## src/rtl/wb_arbiter_pkg.sv

```systemverilog
// Shared types for the execution-stage writeback path: register tags,
// exception codes, unit indices and the writeback bundle.
package wb_arbiter_pkg;

    localparam int DATA_WIDTH = 32;
    localparam int REG_ADDR_W = 6;
    localparam int EXP_CODE_W = 4;

    localparam int WB_UNIT_ALU = 0;
    localparam int WB_UNIT_MUL = 1;
    localparam int WB_UNIT_FPU = 2;
    localparam int WB_UNIT_MEM = 3;

    typedef enum logic [1:0] {
        TYPE_ARCH = 2'd0,
        TYPE_ROB  = 2'd1
    } reg_type_t;

    typedef struct packed {
        reg_type_t               rtype;
        logic [REG_ADDR_W-1:0]   addr;
    } reg_file_t;

    typedef logic [EXP_CODE_W-1:0] exp_code_t;

    // Writeback bundle at the default data width; flags are active-low.
    typedef struct packed {
        reg_file_t               rd;
        logic [DATA_WIDTH-1:0]   data;
        logic                    exp_;
        exp_code_t               exp_code;
        logic                    pred_miss_;
        logic                    jump_miss_;
    } wb_bus_t;

endpackage

```

## src/rtl/wb_arbiter_rr.sv

```systemverilog
// Round-robin priority select: scans from ptr upward (mod UNITS) and grants
// the first active-low request. Reusable for issue selection.
module wb_arbiter_rr #(
    parameter  int UNITS = 4,
    localparam int UNIT  = $clog2(UNITS)
) (
    input  logic [UNITS-1:0] req_,
    input  logic [UNIT-1:0]  ptr,
    input  logic             en,
    output logic [UNITS-1:0] gnt,
    output logic [UNIT-1:0]  idx,
    output logic             vld
);

    logic [UNIT-1:0] scan_idx [UNITS];

    for (genvar gi = 0; gi < UNITS; gi++) begin : g_scan
        assign scan_idx[gi] = UNIT'((int'(ptr) + gi) % UNITS);
    end

    // Walk from farthest to nearest so the closest requester after ptr wins.
    always_comb begin
        gnt = '0;
        idx = '0;
        vld = 1'b0;
        for (int off = UNITS - 1; off >= 0; off--) begin
            if (en && !req_[scan_idx[off]]) begin
                vld = 1'b1;
                idx = scan_idx[off];
            end
        end
        if (vld) begin
            gnt[idx] = 1'b1;
        end
    end

endmodule

```

## src/rtl/wb_arbiter.sv

```systemverilog
// Writeback arbiter: round-robin grant with same-cycle ack and early wakeup,
// then registers the granted unit's writeback onto the common data bus.
module wb_arbiter
    import wb_arbiter_pkg::*;
#(
    parameter  int DATA  = DATA_WIDTH,
    parameter  int UNITS = 4,
    localparam int UNIT  = $clog2(UNITS)
) (
    input  logic                        clk,
    input  logic                        reset_,
    input  logic                        flush_,
    input  logic [UNITS-1:0]            req_,
    input  reg_file_t [UNITS-1:0]       pre_rd,
    output logic [UNITS-1:0]            ack_,
    input  logic [UNITS-1:0]            wb_e_,
    input  reg_file_t [UNITS-1:0]       wb_rd,
    input  logic [UNITS-1:0][DATA-1:0]  wb_data,
    input  logic [UNITS-1:0]            wb_exp_,
    input  exp_code_t [UNITS-1:0]       wb_exp_code,
    input  logic [UNITS-1:0]            wb_pred_miss_,
    input  logic [UNITS-1:0]            wb_jump_miss_,
    output logic                        cdb_pre_e_,
    output reg_file_t                   cdb_pre_rd,
    output logic                        cdb_e_,
    output reg_file_t                   cdb_rd,
    output logic [DATA-1:0]             cdb_data,
    output logic                        cdb_exp_,
    output exp_code_t                   cdb_exp_code,
    output logic                        cdb_pred_miss_,
    output logic                        cdb_jump_miss_
);

    logic [UNIT-1:0]  ptr_reg;
    logic [UNIT-1:0]  ptr_next;
    logic [UNIT-1:0]  g_reg;
    logic             gv_reg;
    logic             arb_en;
    logic [UNITS-1:0] gnt;
    logic [UNIT-1:0]  gnt_idx;
    logic             gnt_vld;
    logic             capture;

    // No grant may leave the arbiter while in reset or during a flush.
    assign arb_en = reset_ & flush_;

    wb_arbiter_rr #(
        .UNITS (UNITS)
    ) u_rr (
        .req_ (req_),
        .ptr  (ptr_reg),
        .en   (arb_en),
        .gnt  (gnt),
        .idx  (gnt_idx),
        .vld  (gnt_vld)
    );

    assign ack_       = ~gnt;
    assign cdb_pre_e_ = ~gnt_vld;
    assign cdb_pre_rd = gnt_vld ? pre_rd[gnt_idx] : '0;
    assign ptr_next   = (gnt_idx == UNIT'(UNITS - 1)) ? '0 : gnt_idx + 1'b1;

    always_ff @(posedge clk or negedge reset_) begin
        if (!reset_) begin
            ptr_reg <= '0;
            g_reg   <= '0;
            gv_reg  <= 1'b0;
        end else if (gnt_vld) begin
            ptr_reg <= ptr_next;
            g_reg   <= gnt_idx;
            gv_reg  <= 1'b1;
        end else begin
            gv_reg  <= 1'b0;
        end
    end

    assign capture = flush_ & gv_reg & ~wb_e_[g_reg];

    // An idle bus stage matches its reset image: flags deasserted, payload zero.
    always_ff @(posedge clk or negedge reset_) begin
        if (!reset_) begin
            cdb_e_         <= 1'b1;
            cdb_rd         <= '0;
            cdb_data       <= '0;
            cdb_exp_       <= 1'b1;
            cdb_exp_code   <= '0;
            cdb_pred_miss_ <= 1'b1;
            cdb_jump_miss_ <= 1'b1;
        end else if (capture) begin
            cdb_e_         <= 1'b0;
            cdb_rd         <= wb_rd[g_reg];
            cdb_data       <= wb_data[g_reg];
            cdb_exp_       <= wb_exp_[g_reg];
            cdb_exp_code   <= wb_exp_code[g_reg];
            cdb_pred_miss_ <= wb_pred_miss_[g_reg];
            cdb_jump_miss_ <= wb_jump_miss_[g_reg];
        end else begin
            cdb_e_         <= 1'b1;
            cdb_rd         <= '0;
            cdb_data       <= '0;
            cdb_exp_       <= 1'b1;
            cdb_exp_code   <= '0;
            cdb_pred_miss_ <= 1'b1;
            cdb_jump_miss_ <= 1'b1;
        end
    end

    // A unit writing back without holding the previous cycle's grant is ignored.
    for (genvar gi = 0; gi < UNITS; gi++) begin : g_wb_check
        always @(posedge clk) begin
            if (reset_ && !wb_e_[gi]) begin
                assert (gv_reg && g_reg == UNIT'(gi))
                    else $error("wb_arbiter: unit %0d drove wb_e_ without a grant", gi);
            end
        end
    end

endmodule

```

## config.mk

```make
export PLATFORM = sky130hd
export DESIGN_NAME = wb_arbiter
export DESIGN_NICKNAME = d
export VERILOG_FILES = /design/src/rtl/wb_arbiter_pkg.sv /design/src/rtl/wb_arbiter_rr.sv /design/src/rtl/wb_arbiter.sv
export SDC_FILE = /design/constraint.sdc
export NUM_CORES = 1
export LEC_CHECK = 0
export CAP_MARGIN = 20
export CORE_AREA = 2 2 114 116
export CTS_CLUSTER_DIAMETER = 40
export DETAILED_ROUTE_END_ITERATION = 10
export DIE_AREA = 0 0 116 118
export GPL_TIMING_DRIVEN = 0
export PLACE_DENSITY = 0.76
export SLEW_MARGIN = 20
export SYNTH_ARGS = -nofsm -noshare
export SYNTH_HDL_FRONTEND = slang
export SYNTH_SLANG_ARGS = --single-unit
export TNS_END_PERCENT = 100
```

## constraint.sdc

```tcl
create_clock -name clk -period 4.7 [get_ports clk]
set_clock_uncertainty 0.1 [all_clocks]
set_input_delay 0.705 -clock clk [delete_from_list [all_inputs] [get_ports clk]]
set_output_delay 0.705 -clock clk [all_outputs]
set_load 0.01 [all_outputs]
```

==> run_results.csv <==
group,metric,value,unit
detailed_routing,drc_errors,0,
synthesis,synth_compound_area_share,9.652,%
sta,slew_headroom,53.72,%
synthesis,synth_edf_count,0,
setup_path,crit_chain,"clkdlybuf4s50_1 -> nand3b_2 -> o32ai_4 -> a22o_1 -> buf_4 -> mux2i_4 -> buf_6 -> inv_1 -> ha_1 -> nand2_1 -> clkdlybuf4s50_1",
pwr,p_int,1543,uW
synthesis,ys.flop_type,"dfrtp_1",
synthesis,synth_area,3669,um2
floorplan,rows,41,
clocking,cts_inserted_buffers,5,
global_routing,grt_antenna_before_repair,1,
floorplan,die_x,116,um
synthesis,synth-xor-area-share,0,%
synthesis,yosys.area_share.simple,13.44,%
global_routing,grt_max_degree,57,
floorplan,start_util,29.55,%
clocking,cts.sinks,53,
synthesis,yosys.area.top_type_share,33.42,%
detailed_routing,first_pass_iters,4,
setup_path,max_stage_delay,0.67,ns
synthesis,synth-seq-cells,53,
global_routing,grt_first_pass_wirelength,22.05,mm
placed_design,dp_hpwl,12.15,mm
clocking,cts_tree,"built",
setup_path,path_class,"in2out",
synthesis,synth_cell_types,41,
setup_path,cp-end-kind,"output port",
detailed_routing,vias_per_cell,4.923,
pwr,netSwitchingFraction,33.29,%
pwr,p_switching,770.3,uW
detailed_routing,via_count,3707,
setup_path,crit_family,"buffers and inverters",
finish,largestRegisters,"cdb_data (32), cdb_rd (8), cdb_exp_code (4)",
synthesis,synth_nets,516,
clocking,cts_buffer_depth,2,
finish,drive_above_1_share,14.66,%
setup_path,slowest_stage,"clkdlybuf4s50_1",
global_routing,grt_overflow,0,
finish,area_growth_syn_to_layout,89.80,%
pwr,ir_drop,0.1918,mV
synthesis,synth_seq_area_share,36.29,%
clocking,clkTransAtPathRegs,0.07,ns
pwr,power.density,332.3,nW/um2
detailed_routing,wire_per_inst,19.50,um
setup_path,cp_max_fo,11,
detailed_routing,drtAntennaViolNets,0,
clocking,insertion_delay,0.29,ns
pwr,pwr-share-seq,22.7,%
synthesis,synth_area_leader_cell,"dfrtp_1",
clocking,h-tree-depth,2,
floorplan,die_y,118,um
synthesis,synthCells,281,
finish,regMostFlops,"cdb_data",
sta,drv_slew,0,
synthesis,ys_warn_count,0,
synthesis,postSynthAreaPerCell,13.06,um2
sta,rsz0062_at_grt,"no",
setup_path,cp.required,3.89,ns
pwr,power.share.clock,15.8,%
sta,worst_hold_slack,0.09845,ns
finish,final_cell_mix,"clkdlybuf4s50_1 (289), dfrtp_1 (49), mux4_2 (47)",
synthesis,synth_top_family_by_area,"multiplexers",
clocking,postCtsHoldBufs,0,
finish,largest_reg_flops,32,
sta,hold_viol_final,0,
sta,fin_crit,4.522,ns
placed_design,io_buffers,290,
sta,timing.final.crit_share,96.22,%
synthesis,synth_mux_area_share,35.27,%
clocking,cts_root_buffer,"clkbuf_16",
synthesis,yosys-top-cells-area,"dfrtp_1 (33%), mux4_2 (29%), nor2b_1 (7.5%), mux2i_1 (5.2%), dfstp_2 (2.9%)",
setup_path,path_buf_inv,5,
pwr,power_leakage,0.002632,uW
finish,fin_util,56.09,%
setup_path,worst_path_most_repeated_cell,"clkdlybuf4s50_1",
setup_path,worstPathArrival,3.72,ns
floorplan,ios,292,
global_routing,grt_pass1_vias,3985,
detailed_routing,routed_wl,14.68,mm
run_status,status,"finished clean",
synthesis,synthAdderAreaFrac,1.364,%
floorplan,coreArea,12410,um2
finish,num-nets-final,814,
pwr,p_comb_share,61.5,%
synthesis,async_flop_share,100.0,%
sta,setup_violations,0,
global_routing,grtUsageTotal,21.14,%
sta,tightest_slew,0.6942,ns
setup_path,startpoint_type,"input pin",
worst_hold_path,hp-class,"in2async",
detailed_routing,first_iter_violations,116,
sta,fmax,0.2211,GHz
placed_design,gp_congestion,0.8831,
floorplan,dieArea,13690,um2
run,drv_cap,0,
finish,layout_commonest_cell,"clkdlybuf4s50_1",
[area by class of cell]
class	count	area (um2)
Multi-Input combinational cell	198	2197
Sequential cell	53	1331
Clock buffer	6	128.9
Timing Repair Buffer	291	2928
Clock inverter	2	13.76
Antenna cell	1	2.502
Fill cell	1072	5451
Tap cell	172	215.2
Inverter	5	18.77
Buffer	25	127.6
[cell families after synthesis]
group,after synthesis
and+or+nand+nor,84
muxes,69
DFF,53
AOI/OAI and AO/OA,41
buffers and inverters,30
adders and majority gates,4
[cell usage after synthesis, types with 2 or more instances]
cell	count
o32ai_1	8
buf_2	6
and2_1	9
nor2b_1	44
dfstp_2	4
nand3_1	2
a211oi_1	8
mux4_2	47
or2_2	3
dfrtp_1	49
ha_1	4
a21boi_0	8
mux2i_1	19
o21ai_0	5
inv_1	5
buf_4	3
nor2_1	5
clkbuf_1	14
mux2_2	2
buf_6	2
a21o_1	2
nand2_1	13
[per-layer routing]
layer / wire [um] / up-vias / track usage (%)
li1: - / 1668 / -
met1: 5542 / 1820 / 24.90
met2: 7340 / 196 / 36.95
met3: 1475 / 23 / 6.282
met4: 325 / 0 / 5.952
met5: 0 / - / 0
[per-stage QoR]
step | worst slack (ns) | power [uW] | area (um2) | TNS (ns) | instances
6_report | 0.1777 | 2314 | 6963 | 0 | 753
5_1_grt | 0.09830 | 2461 | 6960 | 0 | 752
4_1_cts | 0.08410 | 2348 | 6954 | 0 | 752
3_5_place_dp | 0.1139 | 1968 | 6812 | 0 | 744
3_3_place_gp | -1.793 | 1946 | 6787 | -23.21 | 743
2_1_floorplan | 1.495 | 1452 | 3669 | 0 | 281
[path summary, 6_finish.rpt]
path / slack [ns] / start / depth (start not counted) / end
setup / recovery: 0.18 / flush_ / 11 / ack_[0]
hold / removal: 0.1 / reset_ / 1 / cdb_data[19]
setup reg to reg: 2.16 / ptr_reg[1] / 10 / ptr_reg[1]
hold reg to reg: 0.52 / g_reg[1] / 2 / g_reg[1]
max in group asynchronous: 3.89 / reset_ / 2 / cdb_e_
min in group clk: 0.52 / g_reg[1] / 2 / g_reg[1]
[power groups by stage]
stage | logic (uW) | registers, uW | clock network, uW
after floorplan | 901 | 551 | 0
after global placement | 1410 | 534 | 0
after detailed placement | 1430 | 534 | 0
after CTS | 1440 | 525 | 379
after global routing | 1540 | 531 | 394
final | 1420 | 525 | 365
[what timing repair did]
action / in CTS / in global routing
setup endpoints to repair: 0 / 8
buffers inserted: 0 / 0
gates resized for setup: 0 / 1
Note: power is estimated with default switching activity, not from simulation.
